$ cat src/rtl/dmem_arbiter.sv
// Round-robin arbiter giving the core and a DMA engine shared access
// to a single-port data memory; one access every three cycles.
module dmem_arbiter #(
    parameter int ADDR_W = 8,
    parameter int DATA_W = 32
) (
    input  logic              clk,
    input  logic              reset,
    input  logic              core_req,
    input  logic              core_we,
    input  logic [ADDR_W-1:0] core_addr,
    input  logic [DATA_W-1:0] core_wdata,
    output logic              core_ack,
    output logic [DATA_W-1:0] core_rdata,
    input  logic              dma_req,
    input  logic              dma_we,
    input  logic [ADDR_W-1:0] dma_addr,
    input  logic [DATA_W-1:0] dma_wdata,
    output logic              dma_ack,
    output logic [DATA_W-1:0] dma_rdata,
    output logic [ADDR_W-1:0] mem_addr,
    output logic [DATA_W-1:0] mem_wdata,
    output logic              mem_we,
    input  logic [DATA_W-1:0] mem_rdata,
    output logic              busy
);

    typedef enum logic [1:0] {
        IDLE   = 2'd0,
        ACCESS = 2'd1,
        RESP   = 2'd2
    } state_t;

    state_t state, state_nxt;

    logic              last_grant;
    logic              grant_dma;
    logic              we_q;
    logic [ADDR_W-1:0] addr_q;
    logic [DATA_W-1:0] wdata_q;
    logic              take;
    logic              pick_dma;

    always_ff @(posedge clk or posedge reset) begin
        if (reset) state <= IDLE;
        else       state <= state_nxt;
    end

    always_comb begin
        state_nxt = state;
        take      = 1'b0;
        pick_dma  = 1'b0;
        mem_we    = 1'b0;
        busy      = 1'b1;
        core_ack  = 1'b0;
        dma_ack   = 1'b0;
        case (state)
            IDLE: begin
                busy = 1'b0;
                if (core_req || dma_req) begin
                    take = 1'b1;
                    // DMA wins a tie only when the core was granted last
                    pick_dma = dma_req && (!core_req || !last_grant);
                    state_nxt = ACCESS;
                end
            end
            ACCESS: begin
                mem_we    = we_q;
                state_nxt = RESP;
            end
            RESP: begin
                core_ack  = !grant_dma;
                dma_ack   = grant_dma;
                state_nxt = IDLE;
            end
            default: state_nxt = IDLE;
        endcase
    end

    always_ff @(posedge clk or posedge reset) begin
        if (reset) begin
            last_grant <= 1'b1;
            grant_dma  <= 1'b0;
            we_q       <= 1'b0;
            addr_q     <= '0;
            wdata_q    <= '0;
        end else if (take) begin
            last_grant <= pick_dma;
            grant_dma  <= pick_dma;
            we_q       <= pick_dma ? dma_we : core_we;
            addr_q     <= pick_dma ? dma_addr : core_addr;
            wdata_q    <= pick_dma ? dma_wdata : core_wdata;
        end
    end

    assign mem_addr   = addr_q;
    assign mem_wdata  = wdata_q;
    assign core_rdata = (core_ack && !we_q) ? mem_rdata : '0;
    assign dma_rdata  = (dma_ack && !we_q) ? mem_rdata : '0;

endmodule
$ cat config.mk
export PLATFORM = sky130hd
export DESIGN_NAME = dmem_arbiter
export DESIGN_NICKNAME = d
export VERILOG_FILES = /design/src/rtl/dmem_arbiter.sv
export SDC_FILE = /design/constraint.sdc
export NUM_CORES = 1
export LEC_CHECK = 0
export BUFFER_PORTS_ARGS = -buffer_cell sky130_fd_sc_hd__buf_2
export CAP_MARGIN = 10
export CORE_ASPECT_RATIO = 0.6
export CORE_MARGIN = 1.5
export CORE_UTILIZATION = 38
export DETAILED_ROUTE_END_ITERATION = 10
export PLACE_DENSITY = 0.76
export SLEW_MARGIN = 25
export SYNTH_ARGS = -nofsm -noshare
export SYNTH_HDL_FRONTEND = slang
export SYNTH_SLANG_ARGS = --single-unit
$ cat constraint.sdc
create_clock -name clk -period 1.6 [get_ports clk]
set_input_delay 0.16 -clock clk [delete_from_list [all_inputs] [get_ports clk]]
set_output_delay 0.16 -clock clk [all_outputs]
set_load 0.005 [all_outputs]
-- Yosys cells after proc, flatten, opt, wreduce, memory -nomap -nowiden
Index checks and enable logic that the tools add are counted.
- multiplexer cells: 15
- eq/ne operators: 3
- reductions and logical operators: 10
- operators with widths (kind ; count):
    2-to-1 mux 32 bit ; 3
    2-to-1 mux 1 bit ; 9
    2-to-1 mux 8 bit ; 1
    logical NOT 1 bit ; 4
    case mux 2 bit (2 select lines) ; 1
    logical AND 1 bit ; 3
    == test 2 x 1 -> 1 bit, second input constant ; 1
    == test 2 bit, second input constant ; 1
    logical NOT 2 bit ; 1
    logical OR 1 bit ; 2
    2-to-1 mux 2 bit ; 1
    != test 2 bit, second input constant ; 1
- input port bits: 118
- flip-flop bits (word level): 45
- output and inout port bits: 108
- word-level logic and storage cells: 34

-- Longest topological paths before layout
Gate-level depths: netlist of run 1.
- depth in word-level cells: 6
- gate-level depth with buffers: 5
- depth with buffers taken out: 3

-- Worst setup path after synthesis of run 1
No wires, ideal clock.
- path kind: register -> register
- start: register last_grant
- end: register addr_q[0], in the netlist mem_addr[0]
- stages on the path, launching flop included: 5
- library setup time: 0.123 ns
- data required time: 1.477 ns
- path slack: 0.351 ns
- data arrival time: 1.126 ns
- cell sequence: dfstp_2 -> nand2b_1 -> nand3_4 -> buf_6 -> o221a_1
- cells in the longest elaborated chain, start to end: 6
- ends and longest elaborated chain (what ; RTL line ; RTL):
    start, declared ; 36 ; logic last_grant;
    start signal, assigned ; 88 ; last_grant <= pick_dma;
    logical NOT 1 bit ; 63 ; pick_dma = dma_req && (!core_req || !last_grant);
    logical OR 1 bit ; 63 ;
    logical AND 1 bit ; 63 ;
    2-to-1 mux 1 bit ; 60 ; if (core_req || dma_req) begin
    2-to-1 mux 1 bit ; 57 ; case (state)
    2-to-1 mux 8 bit ; 91 ; addr_q <= pick_dma ? dma_addr : core_addr;
    end signal, assigned ; 91 ;
    end, declared ; 39 ; logic [ADDR_W-1:0] addr_q;
Every way passes these cells.
A chain may end at the register's enable or synchronous reset.

-- Final worst setup path of run 1
- start: register grant_dma
- end: output port core_rdata[11]
- cells in the longest elaborated chain, start to end: 4
- ends and longest elaborated chain (what ; RTL line ; RTL):
    start, declared ; 37 ; logic grant_dma;
    start signal, assigned ; 89 ; grant_dma <= pick_dma;
    logical NOT 1 bit ; 72 ; core_ack = !grant_dma;
    2-to-1 mux 1 bit ; 57 ;
    logical AND 1 bit ; 98 ; assign core_rdata = (core_ack && !we_q) ? mem_rdata : '0;
    2-to-1 mux 32 bit ; 98 ;
    end, declared ; 14 ; output logic [DATA_W-1:0] core_rdata,
Every way passes these cells.

==> results of run 1 <==
==> cell usage after synthesis <==
library cell,count
nand2_1,1
nor3b_2,1
a31oi_1,1
a21oi_1,1
nand4b_1,41
buf_6,11
nor2_2,1
nand3_4,1
inv_1,2
and3b_1,1
nand2b_1,1
o21ai_1,1
inv_2,1
dfstp_2,1
dfrtp_1,44
and2_1,65
nor2b_1,1
and2b_1,2
o221a_1,41
clkbuf_1,7
nand3_1,1
o21a_1,1
buf_2,11
==> per-layer routing <==
metal / vias to the layer above / part of all wire / routed length (um) / track usage
li1: 1352 / - / - / -
met1: 1370 / 0.44 / 4040 / 0.280
met2: 130 / 0.48 / 4390 / 0.342
met3: 4 / 0.076 / 700 / 0.0682
met4: 0 / 0.0038 / 35 / 0.0253
met5: - / 0 / 0 / 0
==> per-stage QoR <==
stage | utilization | TNS, ps | cells | instance area (sq um)
2_1_floorplan | - | 0 | 238 | 2680
3_3_place_gp | 0.576 | 0 | 533 | 3880
3_5_place_dp | 0.576 | 0 | 533 | 3880
4_1_cts | 0.602 | -2980 | 544 | 4050
5_1_grt | 0.651 | -10110 | 549 | 4380
6_report | 0.651 | -5700 | 549 | 4380
==> area by class of cell <==
| class | count | area share |
|---|---|---|
| clock buffer | 7 | 0.0303 |
| sequential | 45 | 0.257 |
| multi-input combinational | 161 | 0.322 |
| timing repair buffer | 245 | 0.362 |
| inverter | 3 | 0.00257 |
| tap | 87 | 0.0248 |
| clock inverter | 1 | 0.00114 |
==> worst max-delay path: cells and delay by family (launching register included) <==
kind / cells / cell delay (ps)
simple gates: 3 / 620
flops: 1 / 400
buf+inv: 2 / 270
==> power by group through the flow <==
stage,Combinational (mW),Clock (mW),Sequential [mW]
after global routing,3.58,1.03,2.10
final,3.30,0.961,2.03
after CTS,3.07,0.982,2.03
after detailed placement,3.00,0,2.04
after global placement,2.96,0,2.04
after floorplan,1.84,0,2.06
==> cells by family after synthesis <==
kind of cell	count (synthesis)
simple gates	116
flops	45
compound gates	45
buf+inv	32
==> final timing paths <==
| path | startpoint | endpoint | slack, ps |
|---|---|---|---|
| worst max-delay path | grant_dma | core_rdata[11] | -120 |
| worst min-delay path | core_req | last_grant | 120 |
| worst max register to register | state[0] | mem_addr[6] | 130 |
| worst min register to register | last_grant | last_grant | 530 |
| max in group asynchronous | reset | mem_wdata[20] | 630 |
| min in group asynchronous | reset | mem_wdata[8] | 470 |
==> registers in the layout, indices dropped and copies added (netlist names) <==
| register | count |
|---|---|
| mem_addr | 8 |
| state | 2 |
| we_q | 1 |
| grant_dma | 1 |
| last_grant | 1 |
| mem_wdata | 32 |
==> what timing repair did <==
item / 4_1_cts / 5_1_grt
buffers inserted: 2 / 2
endpoints found under the setup margin: 64 / 65
hold endpoints to repair: 19 / 0
pin swaps: 0 / 17
hold buffers: 1 / 0
cloned: 0 / 3
gates resized for setup: 3 / 60
==> load_flow_metrics.sql, run 1 <==
INSERT INTO impl_metrics (metric_group, metric, value, unit) VALUES
('run_status', 'run_status', 'complete, but fails checks', ''),
('run_status', 'violated_checks', 'setup timing', ''),
('timing', 'grt_setup_unrepaired', 'yes', ''),
('clock_tree', 'clock-sinks', '45', ''),
('timing', 'tightestPinTransition', '477', 'ps'),
('timing', 'final.period_utilization', '1.08', ''),
('placed_design', 'routabilityCongestion', '0.795', ''),
('clock_tree', 'cts.clk_slew.worst_paths', '60', 'ps'),
('setup_path', 'cp_data_arrival_time', '1560', 'ps'),
('synth', 'netlist_area', '2680', 'sq um'),
('pwr', 'leakagePower', '2.14', 'nW'),
('timing', 'fin_hold_ws', '115', 'ps'),
('synth', 'largest_family_of_logic_cells_by_synthesized_area', 'simple AND/OR/NAND/NOR gates', ''),
('synth', 'synth.largest_area_cell', 'dfrtp_1', ''),
('clock_tree', 'clock_tree.root_cell', 'clkbuf_16', ''),
('finish', 'antenna_cells_inserted', '0', ''),
('timing', 'setup-violations-final', '64', ''),
('synth', 'yosysTopAreaCellShare', '0.411', ''),
('grt', 'grt_first_pass_wirelength', '12.6', 'mm'),
('synth', 'postSynthAreaPerCell', '11.2', 'sq um'),
('finish', 'syn_to_final_growth', '63.8', '%'),
('detailed_routing', 'routed_wirelength', '9.16', 'mm'),
('finish', 'mostFrequentLayoutCell', 'buf_2', ''),
('placed_design', 'detailed_place_hpwl', '6.37', 'mm'),
('die', 'design.die.area', '7570', 'sq um'),
('pwr', 'power-per-cell-area', '1430', 'nW/um^2'),
('synth', 'net_count_synth', '356', ''),
('pwr', 'power.net_switching', '2.20', 'mW'),
('grt', 'grt_pass1_vias', '2488', ''),
('setup_path', 'cp-start-kind', 'flop', ''),
('setup_path', 'critPathMaxFanout', '16', ''),
('synth', 'synth-warning-count', '0', ''),
('worst_hold_path', 'min_delay_path_depth', '2', ''),
('synth', 'post_synth_main_area_contributors', 'dfrtp_1, o221a_1, and2_1', ''),
('clock_tree', 'cts_buffer_depth', '2', ''),
('clock_tree', 'worst_skew_pair.late_latency', '280', 'ps'),
('finish', 'fillCellCount', '550', ''),
('timing', 'setup_slack', '-120', 'ps'),
('timing', 'finClkSkew', '8.65', 'ps'),
('die', 'initial_utilization', '0.397', ''),
('setup_path', 'crit_required', '1440', 'ps'),
('pwr', 'p_sw_frac', '0.351', ''),
('synth', 'synth_seq_area_share', '0.421', ''),
('pwr', 'power_frac_clock', '0.153', ''),
('synth', 'synth_fa_ha_area_frac', '0', ''),
('detailed_routing', 'detailroute.via_count', '2856', ''),
('pwr', 'peakVddDrop', '0.841', 'mV'),
('timing', 'fin_crit', '1720', 'ps'),
('grt', 'track_usage', '0.208', ''),
('detailed_routing', 'drc', '0', ''),
('die', 'io-pin-count', '226', ''),
('worst_hold_path', 'holdCritPathClass', 'input port to flop', ''),
('setup_path', 'crit_chain', 'nor3b_2 > and2b_2 > buf_12 > and2_1 > buf_2', ''),
('grt', 'grt_start_max_net_pins', '42', ''),
('setup_path', 'r2r_cells', '5', ''),
('pwr', 'intPower', '4.08', 'mW'),
('synth', 'yosys.area_share.xor_xnor', '0', ''),
('setup_path', 'worstSetupEndpointType', 'output port', ''),
('synth', 'yosys-mux-area-fraction', '0', ''),
('synth', 'yosys.area_share.simple', '0.317', ''),
('grt', 'overflow', '0', ''),
('detailed_routing', 'firstDrtPassIters', '6', ''),
('die', 'floorplan.die.height', '68.0', 'um'),
('timing', 'slew_viol_final', '0', ''),
('pwr', 'p_comb_frac', '0.525', ''),
('pwr', 'post-layout-total-power', '6.28', 'mW'),
('run', 'maxCapViolCount', '0', ''),
('detailed_routing', 'avgViaCountPerCell', '5.20', ''),
('grt', 'antenna_found_initial', '0', ''),
('pwr', 'sequential_power_share', '0.323', ''),
('finish', 'finish.net_count', '579', '');
(Power assumes the default switching activity.)
==> inputs of run 2 (changes only) <==
--- a/config.mk
+++ b/config.mk
@@ -6,12 +6,13 @@
 export NUM_CORES = 1
 export LEC_CHECK = 0
 export BUFFER_PORTS_ARGS = -buffer_cell sky130_fd_sc_hd__buf_2
-export CAP_MARGIN = 10
+export CAP_MARGIN = 20
 export CORE_ASPECT_RATIO = 0.6
 export CORE_MARGIN = 1.5
 export CORE_UTILIZATION = 38
 export DETAILED_ROUTE_END_ITERATION = 10
 export PLACE_DENSITY = 0.76
+export RECOVER_POWER = 50
 export SLEW_MARGIN = 25
 export SYNTH_ARGS = -nofsm -noshare
 export SYNTH_HDL_FRONTEND = slang
==> run 2 against run 1 <==
  * The run still ends with setup timing left
  * Via count down 0.21%
  * Non-clock buffer count unchanged
  * Fmax shrank 0.31%
  * Final cell count unchanged
  * Global-route usage stayed put
  * Clock power fell by 0.5%
  * Sequential power is essentially flat
  * Critical endpoint unchanged
  * Largest cell class unchanged
  * Largest power group unchanged
==> load_flow_metrics.sql, run 2 (synthesized netlist as in run 1, its figures left out) <==
INSERT INTO impl_metrics (metric_group, metric, value, unit) VALUES
('grt', 'grt_first_pass_wirelength', '12.6', 'mm'),
('finish', 'mostFrequentLayoutCell', 'buf_2', ''),
('clock_tree', 'cts.clk_slew.worst_paths', '60', 'ps'),
('timing', 'grt_setup_unrepaired', 'yes', ''),
('finish', 'syn_to_final_growth', '61.9', '%'),
('die', 'io-pin-count', '226', ''),
('finish', 'top_library_cells_by_usage_in_the_layout_fill_and_taps_aside', 'buf_2, dfrtp_1, nand4b_1, o221a_1, and2_1', ''),
('pwr', 'peakVddDrop', '0.840', 'mV'),
('pwr', 'post-layout-total-power', '6.20', 'mW'),
('die', 'die_width', '111', 'um'),
('clock_tree', 'cts_tree', 'built', ''),
('finish', 'max_ffs_per_register', '32', ''),
('timing', 'finClkSkew', '8.24', 'ps'),
('die', 'floorplan.die.height', '68.0', 'um'),
('pwr', 'leakagePower', '2.07', 'nW'),
('clock_tree', 'clock_tree.root_cell', 'clkbuf_16', ''),
('setup_path', 'crit_chain', 'nor3b_2 > and2b_2 > buf_12 > and2_1 > buf_2', ''),
('placed_design', 'dpl_worst_slack', '186', 'ps'),
('finish', 'finish.net_count', '579', ''),
('clock_tree', 'numCtsBuffers', '5', ''),
('detailed_routing', 'drt_iter0_drc', '188', ''),
('detailed_routing', 'detail_route.wl_per_cell', '16.7', 'um'),
('setup_path', 'cp_num_buf_inv', '2', ''),
('clock_tree', 'htree_num_levels', '2', ''),
('pwr', 'power-per-cell-area', '1430', 'nW/um^2'),
('placed_design', 'placement.cell_area', '3880', 'sq um'),
('setup_path', 'critical-path-max-stage-delay', '400', 'ps'),
('run_status', 'violated_checks', 'setup timing', ''),
('setup_path', 'worstSetupEndpointType', 'output port', ''),
('timing', 'setup-violations-final', '64', ''),
('finish', 'layoutNonFillerInstCount', '549', ''),
('grt', 'overflow', '0', ''),
('die', 'initial_utilization', '0.397', ''),
('detailed_routing', 'route.antenna.remaining_nets', '0', ''),
('detailed_routing', 'firstDrtPassIters', '4', ''),
('timing', 'timing.fmax', '580', 'MHz'),
('setup_path', 'crit_required', '1440', 'ps'),
('finish', 'antenna_cells_inserted', '0', ''),
('timing', 'maxSlewHeadroom', '0.461', ''),
('setup_path', 'cell_type_of_the_slowest_stage_on_the_worst_timing_path', 'dfrtp_1', ''),
('finish', 'drive_above_1_share', '0.558', ''),
('timing', 'tightestPinTransition', '807', 'ps'),
('detailed_routing', 'avgViaCountPerCell', '5.19', ''),
('timing', 'setup_slack', '-126', 'ps'),
('clock_tree', 'cts_buffer_depth', '2', ''),
('detailed_routing', 'detailroute.via_count', '2850', ''),
('setup_path', 'cpLargestDelayFamily', 'simple AND/OR/NAND/NOR gates', ''),
('finish', 'post-route-cell-area', '4330', 'sq um'),
('placed_design', 'io_buffer_count', '225', ''),
('grt', 'grt_pass1_vias', '2488', ''),
('timing', 'fin_crit', '1730', 'ps'),
('die', 'fp-row-count', '23', ''),
('setup_path', 'cp_data_arrival_time', '1570', 'ps'),
('clock_tree', 'clock-sinks', '45', ''),
('timing', 'fin_hold_ws', '115', 'ps'),
('die', 'core-area', '6730', 'sq um'),
('clock_tree', 'worst_skew_pair.late_latency', '280', 'ps'),
('setup_path', 'setup.worst_path.class', 'flop to output port', ''),
('grt', 'grt_start_max_net_pins', '42', ''),
('grt', 'track_usage', '0.208', ''),
('timing', 'slew_viol_final', '0', ''),
('placed_design', 'routabilityCongestion', '0.795', ''),
('timing', 'final.period_utilization', '1.08', ''),
('detailed_routing', 'routed_wirelength', '9.19', 'mm'),
('run_status', 'run_status', 'complete, but fails checks', ''),
('worst_hold_path', 'holdCritPathClass', 'input port to flop', ''),
('placed_design', 'detailed_place_hpwl', '6.37', 'mm'),
('detailed_routing', 'drc', '0', ''),
('placed_design', 'place_inst', '533', ''),
('grt', 'antenna_found_initial', '0', ''),
('run', 'maxCapViolCount', '0', ''),
('setup_path', 'cp-start-kind', 'flop', ''),
('die', 'design.die.area', '7570', 'sq um'),
('setup_path', 'critPathMaxFanout', '16', ''),
('timing', 'timing_hold_violations_final', '0', '');
[run 2: cell type report]
| type | instances | area [sq um] |
|---|---|---|
| sequential | 45 | 1130 |
| multi-input combinational | 161 | 1410 |
| inverter | 3 | 11.3 |
| fill | 560 | 2400 |
| clock inverter | 1 | 5.00 |
| tap | 87 | 109 |
| clock buffer | 7 | 133 |
| timing repair buffer | 245 | 1540 |
[run 2: worst register-to-register path, cell delays in order, from the launching register on]
cell and delay, ps:
dfrtp_1 400, buf_4 150, nor2_4 180, o21a_1 270, buf_12 190, o221a_1 220
[run 2: worst paths after layout]
kind                            startpoint              to  slack [ps]  cells past startpoint
worst max register to register    state[0]     mem_addr[6]         120                      5
worst min-delay path              core_req      last_grant         110                      2
max in group asynchronous            reset   mem_wdata[20]         170                      4
worst min register to register  last_grant      last_grant         530                      2
min in group asynchronous            reset    mem_wdata[8]         610                      3
worst max-delay path             grant_dma  core_rdata[11]        -130                      5
[run 2: repair_timing]
action | in CTS | in global routing
hold buffers | 1 | 0
gates cloned | 0 | 3
buffers inserted | 2 | 2
gates resized for setup | 3 | 60
setup endpoints to repair | 64 | 65
endpoints found under the hold margin | 19 | 0
pin swaps | 0 | 17
[run 2: metal layers]
layer  routed length (um)  up-vias  global-route usage
met5                    0        -                   0
met4                   35        0              0.0253
met3                  671        4              0.0682
met2                 4400      118               0.342
met1                 4080     1376               0.280
li1                     -     1352                   -
[run 2: stage by stage]
| step | setup TNS, ps | utilization |
|---|---|---|
| 5_1_grt | -10180 | 0.644 |
| 6_report | -5950 | 0.644 |
| 3_3_place_gp | 0 | 0.576 |
| 2_1_floorplan | 0 | - |
| 4_1_cts | -2980 | 0.602 |
| 3_5_place_dp | 0 | 0.576 |
[run 2: report_power, final]
group	internal [mW]	total, mW	switching [mW]	leakage, nW
Clock	0.576	0.956	0.379	0.0679
Sequential	1.71	2.04	0.324	0.496
Combinational	1.69	3.21	1.51	1.50
Total	3.98	6.20	2.22	2.07
==> inputs of run 3 (changes only) <==
--- a/config.mk
+++ b/config.mk
@@ -5,13 +5,14 @@
 export SDC_FILE = /design/constraint.sdc
 export NUM_CORES = 1
 export LEC_CHECK = 0
+export ABC_AREA = 1
 export BUFFER_PORTS_ARGS = -buffer_cell sky130_fd_sc_hd__buf_2
-export CAP_MARGIN = 20
+export CAP_MARGIN = 5
 export CORE_ASPECT_RATIO = 0.6
 export CORE_MARGIN = 1.5
 export CORE_UTILIZATION = 38
 export DETAILED_ROUTE_END_ITERATION = 10
-export PLACE_DENSITY = 0.76
+export PLACE_DENSITY = 0.71
 export RECOVER_POWER = 50
 export SLEW_MARGIN = 25
 export SYNTH_ARGS = -nofsm -noshare
==> run 3 against run 2 <==
  * The run still ends with setup timing left
  * Flip-flop and latch count unchanged
  * Clock power increased by 7%
  * Power increased by 2.8%
  * Die area increased by 19%
  * Final cell count increased by 62%
  * Sequential share of layout area decreased by 1.9 points
  * Highest routed layer unchanged
  * Largest cell class is now multi-input gates
  * Routed wire length increased by 17%
  * First-iteration DRC count decreased by 15%
  * Hold slack improved by 31 ps
  * Sequential power about the same
  * Critical endpoint is now dma_rdata[15]
  * Synthesized cell count increased by 130%
  * Area after synthesis increased by 20%
==> load_flow_metrics.sql, run 3 <==
INSERT INTO impl_metrics (metric_group, metric, value, unit) VALUES
('run_status', 'run_status', 'complete, but fails checks', ''),
('run_status', 'violated_checks', 'setup timing', ''),
('timing', 'grt_setup_unrepaired', 'yes', ''),
('synth', 'dominantRegCellSynth', 'dfrtp_1', ''),
('synth', 'number_of_enable_flip_flop_cells_after_synthesis', '0', ''),
('timing', 'timing.fmax', '595', 'MHz'),
('detailed_routing', 'firstDrtPassIters', '4', ''),
('worst_hold_path', 'min_delay_path_depth', '5', ''),
('clock_tree', 'cts.clk_slew.worst_paths', '60', 'ps'),
('clock_tree', 'htree_num_levels', '2', ''),
('synth', 'net_count_synth', '676', ''),
('setup_path', 'worstSetupEndpointType', 'output port', ''),
('finish', 'top_library_cells_by_usage_in_the_layout_fill_and_taps_aside', 'nand2_1, buf_2, inv_1', ''),
('grt', 'grt_first_pass_wirelength', '16.5', 'mm'),
('synth', 'postSynthAreaPerCell', '5.74', 'sq um'),
('setup_path', 'crit_required', '1440', 'ps'),
('placed_design', 'dpl_worst_slack', '107', 'ps'),
('synth', 'synth-warning-count', '0', ''),
('clock_tree', 'cts_buffer_depth', '2', ''),
('setup_path', 'setup.worst_path.class', 'flop to output port', ''),
('finish', 'fillCellCount', '793', ''),
('finish', 'max_ffs_per_register', '32', ''),
('synth', 'synth_seq_area_share', '0.352', ''),
('synth', 'yosys.cell_count.top_type', 'nand2_1', ''),
('setup_path', 'reg2reg_from', 'state[0]', ''),
('die', 'fp-row-count', '25', ''),
('finish', 'antenna_cells_inserted', '0', ''),
('setup_path', 'r2r_end', 'mem_wdata[21]', ''),
('detailed_routing', 'drt_iter0_drc', '159', ''),
('synth', 'synth_top_cells_by_count', 'nand2_1, inv_1, nor2_1, dfrtp_1, nand3_1', ''),
('pwr', 'leakagePower', '3.28', 'nW'),
('run', 'maxCapViolCount', '0', ''),
('grt', 'grt_start_max_net_pins', '44', ''),
('setup_path', 'r2r_setup_slack', '160', 'ps'),
('clock_tree', 'clock_tree.root_cell', 'clkbuf_16', ''),
('placed_design', 'routabilityCongestion', '0.833', ''),
('synth', 'netlist_area', '3210', 'sq um'),
('timing', 'setup_slack', '-82.1', 'ps'),
('synth', 'post_synth_num_cell_types', '17', ''),
('pwr', 'power.net_switching', '2.82', 'mW'),
('finish', 'finish.net_count', '896', ''),
('clock_tree', 'cts_tree', 'built', ''),
('pwr', 'p_sw_frac', '0.442', ''),
('worst_hold_path', 'holdCritPathClass', 'input port to flop', ''),
('detailed_routing', 'detail_route.wl_per_cell', '12.1', 'um'),
('die', 'die_width', '122', 'um'),
('finish', 'final_util', '0.581', ''),
('setup_path', 'r2r_cells', '8', ''),
('grt', 'antenna_found_initial', '0', ''),
('grt', 'track_usage', '0.236', ''),
('clock_tree', 'worst_skew_pair.late_latency', '280', 'ps'),
('die', 'core-area', '8040', 'sq um'),
('die', 'floorplan.die.height', '74.1', 'um'),
('die', 'design.die.area', '9010', 'sq um'),
('placed_design', 'io_buffer_count', '225', ''),
('grt', 'overflow', '0', ''),
('pwr', 'intPower', '3.55', 'mW'),
('synth', 'post_synth_main_area_contributors', 'dfrtp_1, nand2_1, inv_1', ''),
('pwr', 'power_frac_clock', '0.161', ''),
('timing', 'fin_crit', '1680', 'ps'),
('placed_design', 'detailed_place_hpwl', '7.90', 'mm'),
('setup_path', 'cp-start-kind', 'flop', ''),
('timing', 'maxSlewHeadroom', '0.469', ''),
('timing', 'final.period_utilization', '1.05', ''),
('die', 'initial_utilization', '0.399', ''),
('synth', 'synth.ff_latch_count', '45', ''),
('worst_hold_path', 'whs_endpoint', 'mem_wdata[16]', ''),
('pwr', 'p_comb_frac', '0.516', ''),
('synth', 'yosysTopAreaCellShare', '0.343', ''),
('die', 'io-pin-count', '226', ''),
('detailed_routing', 'route.antenna.remaining_nets', '0', ''),
('finish', 'drive_above_1_share', '0.329', ''),
('synth', 'ys_async_sr_fraction', '1.00', ''),
('pwr', 'sequential_power_share', '0.324', ''),
('detailed_routing', 'detailroute.via_count', '3793', ''),
('clock_tree', 'clock-sinks', '45', ''),
('setup_path', 'critPathMaxFanout', '17', ''),
('detailed_routing', 'drc', '0', ''),
('timing', 'timing_hold_violations_final', '0', ''),
('finish', 'mostFrequentLayoutCell', 'nand2_1', ''),
('grt', 'grt_pass1_vias', '3349', ''),
('timing', 'finClkSkew', '5.70', 'ps'),
('finish', 'syn_to_final_growth', '45.7', '%'),
('synth', 'synth.largest_area_cell', 'dfrtp_1', ''),
('timing', 'tightestPinTransition', '796', 'ps'),
('pwr', 'power-per-cell-area', '1360', 'nW/um^2'),
('clock_tree', 'numCtsBuffers', '5', ''),
('synth', 'syn_inst', '558', ''),
('detailed_routing', 'avgViaCountPerCell', '4.28', ''),
('worst_hold_path', 'min_from', 'core_wdata[16]', ''),
('detailed_routing', 'routed_wirelength', '10.7', 'mm'),
('timing', 'setup-violations-final', '57', ''),
('pwr', 'peakVddDrop', '0.588', 'mV'),
('timing', 'slew_viol_final', '0', ''),
('setup_path', 'cp_data_arrival_time', '1520', 'ps');
## run 3: cell type report
cell class	count	area, sq um	share of cell area
Multi-Input combinational cell	325	1400	0.300
Tap cell	108	135	0.0289
Timing Repair Buffer	240	1250	0.268
Clock buffer	5	125	0.0268
Sequential cell	45	1130	0.241
Inverter	161	607	0.130
Clock inverter	3	21.3	0.00456
## run 3: routing by layer
layer | vias to the layer above | routed length, um | GRT usage
met2 | 147 | 4560 | 0.359
met3 | 10 | 927 | 0.0583
met4 | 0 | 111 | 0.0484
met1 | 1660 | 5130 | 0.344
met5 | - | 0 | 0
li1 | 1976 | - | -
## run 3: worst max-delay path by stage
stage / cells after the start / slack (ps) / start / endpoint
after CTS: 6 / -30 / state[1] / core_rdata[11]
after floorplan: 1 / 380 / reset / grant_dma
after global placement: 5 / 150 / state[0] / core_rdata[11]
final: 6 / -80 / grant_dma / dma_rdata[15]
after global routing: 6 / -150 / grant_dma / dma_rdata[15]
after detailed placement: 6 / 110 / state[1] / mem_wdata[12]
## run 3: critical path, stage by stage (launching register included)
cell	delay, ps
dfrtp_1	420
inv_2	70
nor3_4	210
nand2_2	120
buf_6	170
nor2_1	110
buf_2	130
## run 3: kinds of logic after synthesis
family / synth area share
flip-flops: 0.352
AND/OR/NAND/NOR: 0.410
AO/OA/AOI/OAI: 0.00156
buffers and inverters: 0.237
## run 3: repair_timing
item                                   4_1_cts  5_1_grt
gates cloned                                 0        1
setup endpoints to repair                   48       98
gates resized for setup                     12       25
endpoints found under the hold margin       18        0
hold buffers                                 1        0
buffers inserted                             1        1
pin swaps                                    4        4
## run 3: power groups by stage
stage / clock network, mW / logic, mW / registers [mW]
after CTS: 1.05 / 3.30 / 2.03
after detailed placement: 0 / 3.23 / 2.04
final: 1.02 / 3.29 / 2.06
after global placement: 0 / 3.14 / 2.06
after floorplan: 0 / 1.93 / 2.05
after global routing: 1.10 / 3.78 / 2.12
## run 3: per-stage QoR
stage | total power [mW] | hold slack [ps] | instance area [sq um] | TNS [ps] | instances
2_1_floorplan | 3.98 | 344 | 3210 | 0 | 558
3_3_place_gp | 5.20 | 195 | 4420 | 0 | 875
3_5_place_dp | 5.27 | 205 | 4420 | 0 | 875
4_1_cts | 6.38 | 142 | 4620 | -127 | 885
5_1_grt | 7.01 | 170 | 4670 | -6440 | 887
6_report | 6.37 | 146 | 4670 | -1640 | 887
